[src/rtl/io_pkg.sv]
// Shared front-panel constants: hex glyph table and all-off levels, all active-low.
// Pure constants; no latency or flow control involved.
package io_pkg;

  localparam logic [6:0] SEG_OFF = 7'h7F;
  localparam logic [7:0] AN_OFF  = 8'hFF;

  // Segment order is {g,f,e,d,c,b,a}; a zero bit lights the segment.
  localparam logic [6:0] SEG_GLYPH [16] = '{
    7'h40, 7'h79, 7'h24, 7'h30, 7'h19, 7'h12, 7'h02, 7'h78,
    7'h00, 7'h10, 7'h08, 7'h03, 7'h46, 7'h21, 7'h06, 7'h0E
  };

  typedef enum logic {
    ST_IDLE,
    ST_SCAN
  } scan_state_t;

endpackage

[src/rtl/hex_to_seg7.sv]
// Nibble to active-low 7-segment glyph lookup.
// Purely combinational (zero latency); no flow control.
module hex_to_seg7
  import io_pkg::*;
(
  input  logic [3:0] nib,
  output logic [6:0] seg
);

  assign seg = SEG_GLYPH[nib];

endmodule

[src/rtl/out_display_driver.sv]
// Captures OUT port writes and scans them as hex digits on a common-anode display.
// Capture in 1 cycle with a 1-cycle ack; display outputs lag the scan state by 1 cycle; never stalls the writer.
module out_display_driver
  import io_pkg::*;
#(
  parameter int SCAN_DIV = 50000,
  parameter int DIGITS   = 8,
  parameter int BLANK_LZ = 1
) (
  input  logic        CLK,
  input  logic        RST,
  input  logic [31:0] OUT_DATA,
  input  logic        OUT_WE,
  output logic        OUT_ACK,
  output logic [31:0] SHOWN,
  output logic [7:0]  AN,
  output logic [6:0]  SEG,
  output logic        DP
);

  localparam int              PW        = $clog2(SCAN_DIV);
  localparam logic [PW-1:0]   PRESC_MAX = PW'(SCAN_DIV - 1);
  localparam logic [2:0]      IDX_MAX   = 3'(DIGITS - 1);
  localparam logic [31:0]     VAL_MASK  = (DIGITS >= 8) ? 32'hFFFF_FFFF
                                                        : 32'((64'd1 << (4 * DIGITS)) - 64'd1);

  logic [PW-1:0] presc_q;
  logic          tick;
  scan_state_t   state_q, state_d;
  logic [2:0]    idx_q, idx_d;
  logic [31:0]   shown_q;
  logic          ack_q;
  logic [7:0]    an_q, an_d;
  logic [6:0]    seg_q, seg_d;
  logic [3:0]    nibble;
  logic [6:0]    glyph;
  logic [31:0]   upper_val;
  logic          blank;

  assign tick = (presc_q == PRESC_MAX);

  always_ff @(posedge CLK or posedge RST) begin
    if (RST) begin
      presc_q <= '0;
    end else if (tick) begin
      presc_q <= '0;
    end else begin
      presc_q <= presc_q + 1'b1;
    end
  end

  // Capture is independent of the scan: every strobe is taken, last one wins.
  always_ff @(posedge CLK or posedge RST) begin
    if (RST) begin
      shown_q <= '0;
      ack_q   <= 1'b0;
    end else begin
      ack_q <= OUT_WE;
      if (OUT_WE) begin
        shown_q <= OUT_DATA;
      end
    end
  end

  assign nibble    = 4'(shown_q >> {idx_q, 2'b00});
  assign upper_val = (shown_q & VAL_MASK) >> {idx_q, 2'b00};
  assign blank     = (BLANK_LZ != 0) && (idx_q != 3'd0) && (upper_val == 32'd0);

  hex_to_seg7 u_hex_to_seg7 (
    .nib (nibble),
    .seg (glyph)
  );

  always_comb begin
    state_d = state_q;
    idx_d   = idx_q;
    an_d    = AN_OFF;
    seg_d   = SEG_OFF;
    case (state_q)
      ST_IDLE: begin
        if (tick) begin
          state_d = ST_SCAN;
          idx_d   = 3'd0;
        end
      end
      ST_SCAN: begin
        if (tick) begin
          idx_d = (idx_q == IDX_MAX) ? 3'd0 : idx_q + 3'd1;
        end
        // A blanked digit keeps its anode driven so scan brightness stays uniform.
        an_d[idx_q] = 1'b0;
        seg_d       = blank ? SEG_OFF : glyph;
      end
      default: begin
        state_d = ST_IDLE;
        idx_d   = 3'd0;
      end
    endcase
  end

  always_ff @(posedge CLK or posedge RST) begin
    if (RST) begin
      state_q <= ST_IDLE;
      idx_q   <= 3'd0;
      an_q    <= AN_OFF;
      seg_q   <= SEG_OFF;
    end else begin
      state_q <= state_d;
      idx_q   <= idx_d;
      an_q    <= an_d;
      seg_q   <= seg_d;
    end
  end

  assign OUT_ACK = ack_q;
  assign SHOWN   = shown_q;
  assign AN      = an_q;
  assign SEG     = seg_q;
  assign DP      = 1'b1;

endmodule

[config.mk]
export PLATFORM = sky130hd
export DESIGN_NAME = out_display_driver
export DESIGN_NICKNAME = d
export VERILOG_FILES = /design/src/rtl/io_pkg.sv /design/src/rtl/hex_to_seg7.sv /design/src/rtl/out_display_driver.sv
export SDC_FILE = /design/constraint.sdc
export NUM_CORES = 1
export LEC_CHECK = 0
export BUFFER_PORTS_ARGS = -buffer_cell sky130_fd_sc_hd__buf_2
export CAP_MARGIN = 20
export CORE_MARGIN = 2
export CORE_UTILIZATION = 57
export CTS_CLUSTER_SIZE = 40
export DETAILED_ROUTE_END_ITERATION = 12
export GPL_ROUTABILITY_DRIVEN = 0
export PLACE_DENSITY = 0.82
export SLEW_MARGIN = 10
export SYNTH_ARGS = -nofsm -noshare
export SYNTH_HDL_FRONTEND = slang
export SYNTH_HIERARCHICAL = 1
export SYNTH_SLANG_ARGS = --single-unit
export TNS_END_PERCENT = 5
[constraint.sdc]
create_clock -name CLK -period 5.4 [get_ports CLK]
set_input_delay 1.08 -clock CLK [delete_from_list [all_inputs] [get_ports CLK]]
set_output_delay 1.08 -clock CLK [all_outputs]
set_load 0.01 [all_outputs]
==> impl_results.md <==
* Crit Path Category: flop to flop
* Via Count at around 2,500
* Drt drc at 0
* Fmax at 0.338 GHz
* Total CTS buffers at 9
* H-tree depth at 3
* Post-DR wirelength/cell at approximately 15 um
* DRT Wirelength at just under 7000 um
* I/O pins at between 80 and 90
* Share of post-route cells with drive strength above 1 at 0.441
* Max-cap violations at 0
* Sink Count at 68
* Hold-fix buffer count after cts at 0
* Max-slew headroom at 0.462
* Hold violation count in the final report at 0
* Crit path max-delay family: multiplexers
* DIE AREA at about 6700 um2
* Nets at roughly 410
* Skew final at ~0.013 ns
* HP Class: flop to flop
* EDFF count, synth at 0
* Clock buffer depth at 2
* Min Hold Slack at a little under 0.5 ns
* Iter 0 DRT Violations at about 170
* Unrepaired setup endpoints after global routing: false
* Max rail drop VDD at between 150 and 200 uV
* DP Wirelength at 4950 um
* Buf+Inv Stages, Crit Path at 1
* Number of fill cells in the layout at about 460
* Worst path max stage delay at approximately 0.79 ns
* First-pass GRT wire length at around 11,000 um
* CP max stage cell: dfrtp_1
* Mean Syn Cell Area at 11.9 um2
* Most frequent cells in the layout: buf_2 (82), dfrtp_1 (53), mux2_2 (36), nor2_1 (25)
* CP endpoint kind: flop
* TritonCTS clock tree: built
* Largest net degree at the start of global routing at 69
* Initial antenna violation count at 0
* Diode count at 0
* Clock period minus worst slack at slightly below 3 ns
* Setup tns final at 0 ns
* Mapped Area at ~3400 um2
* Core ar. at just under 6000 um2
* Die width at 81.6 um
* Clock slew at reported path FFs at 0.07 ns
* GRT Total Usage at 0.227
* Clock latency on the worst-skew pair at 0.35 ns
* CP required at approximately 5.7 ns
* Pwr Density at approximately 270 nW/um2
* Syn nets at 333
* R2R Setup Slk at 2.44 ns
* Synth unique cells at 46
* Worst path cell trace: mux4_2 -> mux2_2 -> inv_1 -> ha_1 -> and2b_2 -> or3b_1 -> o21ai_0 -> nor2b_1 -> o21ai_1
* Area delta synth->final at 17.4%
* Gate count after technology mapping at around 290
* Top FF cell, synth: dfrtp_1
* Starting Density at 0.586
* CP startpoint kind: flop
* Post-CTS setup-driven buffer insertion count at 0
* Syn. warnings at 6
* Die H at just over 80 um
* Clk root buf: clkbuf_8
* GRT overflow at 0
* Lkg Pwr at between 1.5 and 2 nW
* Reg area at 1720 um2
* CTS resizes at 0
* TritonRoute pass-1 iters at 4
* Synth async-reset ratio at 1.00
* Commonest non-fill, non-tap cell in the layout: buf_2
* Status: complete, no violations
* Max FO, Critical Path at 16
* Pwr Total at 1.07 mW
* Multi-input gate area at between 1500 and 2000 um2
* Worst-margin pin slew at approximately 0.81 ns
* Routed Antenna Nets at 0
* Site Rows at 28
* Seq cells post-synth at 68
* Pre-CTS setup slack at approximately 2.5 ns
* Critical Path AT at 3.23 ns
* Sequential fraction of the synthesis area at 0.502
* Final setup viols at 0
* PnR worst setup slack at ~2.4 ns
* Slew Viols, Final at 0
* Via density per instance at approximately 5.6
* Vias in the first global route at 2,420
* Final Cycle Share at 0.547
* IO buf count at slightly above 80
-- final timing paths --
path | end | depth (start not counted) | start
worst max-delay path | SEG[0]$_DFF_PP1_ | 9 | idx_q[1]$_DFFE_PP0P_
worst min-delay path | presc_q[0]$_DFF_PP0_ | 1 | presc_q[0]$_DFF_PP0_
worst max register to register | SEG[0]$_DFF_PP1_ | 9 | idx_q[1]$_DFFE_PP0P_
worst min register to register | presc_q[0]$_DFF_PP0_ | 1 | presc_q[0]$_DFF_PP0_
max in group asynchronous | SHOWN[20]$_DFFE_PP0P_ | 3 | RST
min in group asynchronous | SHOWN[6]$_DFFE_PP0P_ | 3 | RST
-- power breakdown --
part,leakage [nW],switching [mW],internal (mW)
logic,0.915,0.0714,0.0745
registers,0.809,0.0302,0.534
clock network,0.0889,0.188,0.176
-- per-layer routing --
metal	up-vias	GRT usage	wire, um
li1	1180	-	-
met1	1199	0.306	3020
met2	96	0.339	3160
met3	22	0.0604	481
met4	0	0.117	193
met5	-	0	0
-- cell usage after synthesis (all sizes together) (2+ instances only) --
| library cell | count | share of area |
|---|---|---|
| nor3 | 4 | 0.0058 |
| dfstp | 15 | 0.11 |
| ha | 11 | 0.040 |
| buf | 10 | 0.018 |
| or3b | 2 | 0.0051 |
| nor2b | 9 | 0.016 |
| nand4 | 5 | 0.0091 |
| and3 | 5 | 0.0091 |
| xnor2 | 8 | 0.020 |
| a221oi | 2 | 0.0051 |
| o21ai | 11 | 0.016 |
| a22o | 2 | 0.0051 |
| dfrtp | 53 | 0.39 |
| mux2 | 37 | 0.12 |
| a21oi | 2 | 0.0029 |
| nor2 | 25 | 0.027 |
| clkbuf | 6 | 0.0066 |
| nor4 | 6 | 0.011 |
| mux4 | 9 | 0.060 |
| xor2 | 6 | 0.015 |
| nand2 | 15 | 0.016 |
| inv | 8 | 0.0088 |
| or4 | 2 | 0.0044 |
| mux2i | 8 | 0.023 |
| nand3 | 12 | 0.018 |
-- sequential cells by signal, indices dropped and copies added (netlist names) --
name     flops
presc_q     16
idx_q        3
AN           8
OUT_ACK      1
state_q      1
SEG          7
SHOWN       32
-- cells by family (layout without fill, tap and decap cells) --
logic type,count (synthesis),count (layout),share of synthesized area
flip-flops,68,68,0.502
AND/OR/NAND/NOR,91,91,0.137
multiplexers,54,54,0.205
AO/OA/AOI/OAI,24,24,0.0463
XOR/XNOR,14,14,0.0358
other,1,1,0.00109
buffers and inverters,24,107,0.0328
adder cells (fa/ha/maj),11,11,0.0401
-- worst register-to-register path, cell delays in order, from the launching register on --
cell	delay [ns]
dfrtp_1	0.79
mux4_2	0.58
mux2_2	0.33
inv_1	0.16
ha_1	0.21
and2b_2	0.24
or3b_1	0.36
o21ai_0	0.08
nor2b_1	0.06
o21ai_1	0.07
-- area by class of cell --
class | count | share of cell area
Clock inverter | 5 | 0.00683
Tap cell | 75 | 0.0233
Inverter | 8 | 0.00746
Multi-Input combinational cell | 195 | 0.396
Clock buffer | 11 | 0.0351
Sequential cell | 68 | 0.427
Timing Repair Buffer | 83 | 0.104
-- metrics by stage --
step	util	std cells	instance area (um2)
finish	0.688	445	4030
global route	0.688	445	4030
CTS	0.688	445	4030
detailed placement	0.660	429	3860
global placement	0.660	429	3860
floorplan	-	287	3430
Power figures use the tool's default switching activity.
